===== src/rtl/pdu_io_pkg.sv =====
// Shared definitions for the PDU IO bus master: register map, opcodes, FSM encoding.
package pdu_io_pkg;

  localparam logic [7:0] ADDR_LED    = 8'h00;
  localparam logic [7:0] ADDR_SW     = 8'h04;
  localparam logic [7:0] ADDR_SEGRDY = 8'h08;
  localparam logic [7:0] ADDR_SEG    = 8'h0C;
  localparam logic [7:0] ADDR_SWXVLD = 8'h10;
  localparam logic [7:0] ADDR_SWX    = 8'h14;
  localparam logic [7:0] ADDR_CNT    = 8'h18;

  localparam logic [2:0] OP_WR_LED = 3'd0;
  localparam logic [2:0] OP_WR_SEG = 3'd1;
  localparam logic [2:0] OP_RD_SWX = 3'd2;
  localparam logic [2:0] OP_RD_CNT = 3'd3;
  localparam logic [2:0] OP_RD_RAW = 3'd4;

  typedef enum logic [1:0] {ST_IDLE, ST_POLL, ST_ACCESS, ST_RESP} state_e;

  function automatic logic op_is_read(input logic [2:0] op);
    return (op == OP_RD_SWX) || (op == OP_RD_CNT) || (op == OP_RD_RAW);
  endfunction

  function automatic logic [7:0] access_addr(input logic [2:0] op);
    case (op)
      OP_WR_LED: return ADDR_LED;
      OP_WR_SEG: return ADDR_SEG;
      OP_RD_SWX: return ADDR_SWX;
      OP_RD_CNT: return ADDR_CNT;
      default:   return ADDR_SW;
    endcase
  endfunction

endpackage


===== src/rtl/pdu_io_master.sv =====
// Turns single client commands into PDU register transactions, with status
// polling, one-cycle strobes and an optional poll timeout. All outputs registered.
module pdu_io_master
  import pdu_io_pkg::*;
#(
  parameter int TIMEOUT = 1000000,
  parameter int CNT_W   = 20
) (
  input  logic        clk,
  input  logic        rstn,
  input  logic        cmd_valid,
  output logic        cmd_ready,
  input  logic [2:0]  cmd_op,
  input  logic [31:0] cmd_wdata,
  output logic        rsp_valid,
  input  logic        rsp_ready,
  output logic [31:0] rsp_data,
  output logic        rsp_err,
  output logic        busy,
  output logic [7:0]  io_addr,
  output logic [31:0] io_dout,
  output logic        io_we,
  output logic        io_rd,
  input  logic [31:0] io_din
);

  localparam logic [CNT_W-1:0] TO_LAST = (TIMEOUT == 0) ? '0 : CNT_W'(TIMEOUT - 1);

  state_e            state_q, state_d;
  logic [CNT_W-1:0]  cnt_q, cnt_d;
  logic [2:0]        op_q, op_d;
  logic [31:0]       wdata_q, wdata_d;
  logic              cmd_ready_q, cmd_ready_d;
  logic              rsp_valid_q, rsp_valid_d;
  logic [31:0]       rsp_data_q, rsp_data_d;
  logic              rsp_err_q, rsp_err_d;
  logic              busy_q, busy_d;
  logic [7:0]        io_addr_q, io_addr_d;
  logic [31:0]       io_dout_q, io_dout_d;
  logic              io_we_q, io_we_d;
  logic              io_rd_q, io_rd_d;
  logic              go_access;
  logic [2:0]        acc_op;
  logic [31:0]       acc_wdata;

  always_comb begin
    state_d     = state_q;
    cnt_d       = cnt_q;
    op_d        = op_q;
    wdata_d     = wdata_q;
    io_addr_d   = ADDR_SW;
    io_dout_d   = io_dout_q;
    io_we_d     = 1'b0;
    io_rd_d     = 1'b0;
    rsp_valid_d = rsp_valid_q;
    rsp_data_d  = rsp_data_q;
    rsp_err_d   = rsp_err_q;
    go_access   = 1'b0;
    acc_op      = op_q;
    acc_wdata   = wdata_q;

    unique case (state_q)
      ST_IDLE: begin
        if (cmd_valid) begin
          op_d      = cmd_op;
          wdata_d   = cmd_wdata;
          acc_op    = cmd_op;
          acc_wdata = cmd_wdata;
          case (cmd_op)
            OP_WR_SEG: begin state_d = ST_POLL; io_addr_d = ADDR_SEGRDY; end
            OP_RD_SWX: begin state_d = ST_POLL; io_addr_d = ADDR_SWXVLD; end
            OP_WR_LED, OP_RD_CNT, OP_RD_RAW: go_access = 1'b1;
            default: begin
              state_d     = ST_RESP;
              rsp_valid_d = 1'b1;
              rsp_err_d   = 1'b1;
              rsp_data_d  = '0;
            end
          endcase
        end
      end
      ST_POLL: begin
        io_addr_d = io_addr_q;
        // A ready status wins over a timeout expiring in the same cycle.
        if (io_din[0]) begin
          go_access = 1'b1;
          cnt_d     = '0;
        end else if ((TIMEOUT != 0) && (cnt_q == TO_LAST)) begin
          state_d     = ST_RESP;
          io_addr_d   = ADDR_SW;
          rsp_valid_d = 1'b1;
          rsp_err_d   = 1'b1;
          rsp_data_d  = '0;
          cnt_d       = '0;
        end else begin
          cnt_d = cnt_q + CNT_W'(1);
        end
      end
      ST_ACCESS: begin
        state_d     = ST_RESP;
        rsp_valid_d = 1'b1;
        rsp_err_d   = 1'b0;
        rsp_data_d  = op_is_read(op_q) ? io_din : '0;
      end
      ST_RESP: begin
        if (rsp_ready) begin
          state_d     = ST_IDLE;
          rsp_valid_d = 1'b0;
        end
      end
      default: state_d = ST_IDLE;
    endcase

    if (go_access) begin
      state_d   = ST_ACCESS;
      io_addr_d = access_addr(acc_op);
      if (op_is_read(acc_op)) begin
        io_rd_d = 1'b1;
      end else begin
        io_we_d   = 1'b1;
        io_dout_d = acc_wdata;
      end
    end

    busy_d      = (state_d != ST_IDLE);
    cmd_ready_d = (state_d == ST_IDLE);
  end

  always_ff @(posedge clk or negedge rstn) begin
    if (!rstn) begin
      state_q     <= ST_IDLE;
      cnt_q       <= '0;
      op_q        <= '0;
      wdata_q     <= '0;
      cmd_ready_q <= 1'b1;
      rsp_valid_q <= 1'b0;
      rsp_data_q  <= '0;
      rsp_err_q   <= 1'b0;
      busy_q      <= 1'b0;
      io_addr_q   <= ADDR_SW;
      io_dout_q   <= '0;
      io_we_q     <= 1'b0;
      io_rd_q     <= 1'b0;
    end else begin
      state_q     <= state_d;
      cnt_q       <= cnt_d;
      op_q        <= op_d;
      wdata_q     <= wdata_d;
      cmd_ready_q <= cmd_ready_d;
      rsp_valid_q <= rsp_valid_d;
      rsp_data_q  <= rsp_data_d;
      rsp_err_q   <= rsp_err_d;
      busy_q      <= busy_d;
      io_addr_q   <= io_addr_d;
      io_dout_q   <= io_dout_d;
      io_we_q     <= io_we_d;
      io_rd_q     <= io_rd_d;
    end
  end

  assign cmd_ready = cmd_ready_q;
  assign rsp_valid = rsp_valid_q;
  assign rsp_data  = rsp_data_q;
  assign rsp_err   = rsp_err_q;
  assign busy      = busy_q;
  assign io_addr   = io_addr_q;
  assign io_dout   = io_dout_q;
  assign io_we     = io_we_q;
  assign io_rd     = io_rd_q;

endmodule


===== config.mk =====
export PLATFORM = sky130hd
export DESIGN_NAME = pdu_io_master
export DESIGN_NICKNAME = d
export VERILOG_FILES = /design/src/rtl/pdu_io_pkg.sv /design/src/rtl/pdu_io_master.sv
export SDC_FILE = /design/constraint.sdc
export NUM_CORES = 1
export LEC_CHECK = 0
export BUFFER_PORTS_ARGS = -buffer_cell sky130_fd_sc_hd__buf_2
export CAP_MARGIN = 40
export CORE_MARGIN = 2
export CORE_UTILIZATION = 40
export CTS_BUF_LIST = sky130_fd_sc_hd__clkbuf_8
export DETAILED_ROUTE_END_ITERATION = 12
export GPL_ROUTABILITY_DRIVEN = 0
export SYNTH_ARGS = -nofsm -noshare
export SYNTH_HDL_FRONTEND = slang
export SYNTH_SLANG_ARGS = --single-unit

===== constraint.sdc =====
create_clock -name clk -period 2.1 [get_ports clk]
set_input_delay 0.42 -clock clk [delete_from_list [all_inputs] [get_ports clk]]
set_output_delay 0.42 -clock clk [all_outputs]
set_load 0.03 [all_outputs]

==> run summary <==
result of the run: complete, no violations
clock-pin slew of the registers on the worst-case setup and hold paths: 0.07 ns
number of inserted diodes: 0
VDD IR max: 815 uV
Met2 Wirelength: 6600 um
post-layout net count: 724
average size of a mapped cell: 11.1 sq um
Simple-Gate Fraction of Synth Area: 14.9%
non-filler instance count after layout: 841
largest cells by area after synthesis: dfrtp_1, nand2_1, mux2_2, a22o_1, a21oi_1
Hold Vio Cnt, Final: 0
Reg power frac: 38.4%
Switch Pwr: 4.38 mW
power after layout: 10.6 mW
worst hold path startpoint: cmd_valid
share of total power in the clock network: 18.4%
time the final worst path needs with I/O delays and setup: 1.99 ns
root buffer cell: clkbuf_8
type of the worst setup path: register to register
share of synthesized cell area in full adder, half adder and majority cells: 0.229%
FF-to-FF setup slack: 0.11 ns
endpoint class of the critical path: register
Worst Hold Path Cells: 2
proportion of synthesized flip-flops having asynchronous set or reset: 100%
max-slew violation count: 0
average wire length per cell after detail routing: 15.5 um
leakage: 3.54 nW
detailed-route wire length on metal 1: 5690 um
layout cell share with drive strength beyond 1: 37.0%
Starting Density: 41.2%
area enclosed by the die boundary: 0.0146 sq mm
grt total ovfl: 0
H-tree levels: 4
DP HPWL: 8620 um
R2R cell count: 6
first-pass iteration count of the detailed router: 4
GRT Overall Usage: 18.1%
worst slack after detailed placement: 0.102 ns
Num Clock Sinks: 130
Syn. warnings: 0
vias per inst: 5.03
reported max-cap violation count: 0
area fraction of the dominant cell type after synthesis: 58.5%
final setup violating endpoints: 0
share of the synthesized netlist area taken by xor and xnor gates: 0.480%
core area: 0.0133 sq mm
top-level I/O count: 149
dominant combinational cell family by area after synthesis: simple AND/OR/NAND/NOR gates
CTS tree: built
internal power: 6.18 mW
arrival time of data at the critical path endpoint: 2.30 ns
Starting DRT DRC Count: 281
PnR worst setup slack: 0.114 ns
highest metal used: met4
top fanout value on the critical path: 9
number of register bits inferred by synthesis: 130
switching part of the total power: 41.5%
count of vias placed by the detailed router: 4227
area growth from synthesis to final layout: 26.0%
number of flops mapped to enable cells by yosys: 0
die width: 121 um
Netlist cell types: 50
cts bufs inserted: 17
post-synthesis cell count: 493
final critical-path share of the clock period: 94.6%
compound-gate portion of the synthesized area: 12.8%
# DRC: 0
leading area contributor after synthesis: dfrtp_1
number of filler cells placed in the layout: 1228
share of power burned in combinational logic: 43.2%
instance count after placement with tap cells included: 805
first-pass GRT wire length: 20700 um
largest net degree at the start of global routing: 71
Antenna Nets Post-Route: 0
routed wl met3: 533 um
number of buffer cells added on primary ports: 143
clock skew after layout: 0.00995 ns
Cell Rows: 42
R2R Path Start: cnt_q[1]
Startpoint Class: register
predominant post-synthesis flop cell: dfrtp_1
via count of the first global-routing pass: 4196
overall routed net length: 13000 um
Max Clock Freq: 503 MHz
Clock Path Buffers: 2
hold worst-path end: cmd_ready
worst min-delay path class: input pin to register
clock latency reported for the late side of the worst-skew pair: 0.43 ns
worst endpoint required time: 2.42 ns
Setup Total Neg Slack: 0 ns
power density relative to cell area: 1530 mW/mm^2
reg-to-reg critical path endpoint: rsp_data[6]
portion of netlist area occupied by mux cells: 7.73%
sequential element share of the synthesized area: 59.5%
summed instance area of the synthesized netlist: 0.00547 sq mm
initial antenna violation count: 0
chip height: 121 um
Finished Core Util: 51.9%
==> cells in the final DEF (no fill, tap or decap), types with 3 or more instances in the layout <==
cell	count
nor2b_1	4
o21ai_0	9
dfrtp_1	128
a31oi_1	11
a211o_4	3
nand4_1	5
mux2_2	34
clkinvlp_4	3
conb_1	5
clkbuf_8	20
o22ai_1	6
nand3_1	10
buf_4	24
a41oi_1	3
buf_12	4
nor2_1	10
clkinv_2	4
a22o_1	36
mux2i_1	4
nand2b_1	5
inv_1	9
o211ai_1	3
nor3_1	6
nand2_1	124
buf_2	142
a21oi_1	14
==> Yosys cell counts (6+ instances only) <==
cell type / count
nor2_1: 10
buf_4: 9
a31oi_1: 11
dfrtp_1: 128
o21ai_0: 9
buf_2: 11
nand3_1: 10
clkbuf_1: 13
o22ai_1: 6
nand2_1: 124
mux2_2: 34
a21oi_1: 14
a22o_1: 36
nor3_1: 6
inv_1: 6
==> how the worst max path moves through the flow <==
stage          slack, ns           end  startpoint
2_1_floorplan       0.18     cnt_q[16]    cnt_q[0]
3_3_place_gp        0.15  rsp_data[19]   cmd_op[0]
3_5_place_dp        0.10  rsp_data[22]    cnt_q[1]
4_1_cts             0.07   rsp_data[6]    cnt_q[1]
5_1_grt            -0.01  rsp_data[10]    cnt_q[1]
6_report            0.11   rsp_data[6]    cnt_q[1]
==> critical path, cell delays in order (launching register included) <==
cell and delay [ns]:
dfrtp_1 0.39, ha_1 0.20, nand3_1 0.11, and4bb_2 0.38
a21oi_2 0.13, a211o_4 0.40, a22o_1 0.26
==> layer usage <==
layer	vias up	GRT usage, %
li1	2037	-
met1	2086	23.2
met2	90	28.7
met3	14	5.73
met4	0	6.98
met5	-	0
==> final cells by class <==
| class | count | area [sq um] | area share, % |
|---|---|---|---|
| flip-flops and latches | 130 | 3260 | 47.2 |
| inverters | 6 | 22.5 | 0.327 |
| repair buffers | 171 | 981 | 14.2 |
| well taps | 176 | 220 | 3.19 |
| clock buffers | 20 | 275 | 3.99 |
| multi-input cells | 326 | 2050 | 29.7 |
| clock inverters | 12 | 92.6 | 1.34 |
==> power by group through the flow <==
stage	clock network [mW]	logic (mW)	registers (mW)
finish	1.95	4.57	4.05
global route	2.13	4.93	4.18
CTS	2.00	4.47	4.06
detailed placement	0	4.47	4.07
global placement	0	4.35	4.05
floorplan	0	1.91	5.28
==> cells by family (layout without fill, tap and decap cells) <==
kind of cell	count (synthesis)	count (layout)
AO/OA/AOI/OAI	95	97
XOR/XNOR	3	3
adder cells (fa/ha/maj)	1	1
buffers and inverters	43	209
flip-flops	130	130
multiplexers	38	38
other	1	5
AND/OR/NAND/NOR	182	182
==> through the flow <==
stage,cell area [sq um],hold slack (ns)
after global placement,6480,0.448
final,6900,0.182
after floorplan,5490,0.124
after CTS,6860,0.155
after global routing,6900,0.162
after detailed placement,6480,0.453
==> what timing repair did <==
item                                    CTS  global route
hold buffers                              1             0
resized for setup                         0             2
buffers inserted                          0             1
endpoints found under the setup margin    0            32
endpoints found under the hold margin    19             0
==> flip-flops by register name, indices dropped and copies added (netlist names), 2 cells and up <==
name,count
state_q,2
io_dout,32
io_addr,3
op_q,3
wdata_q,32
cnt_q,20
rsp_data,32
Note: power is estimated with default switching activity, not from simulation.
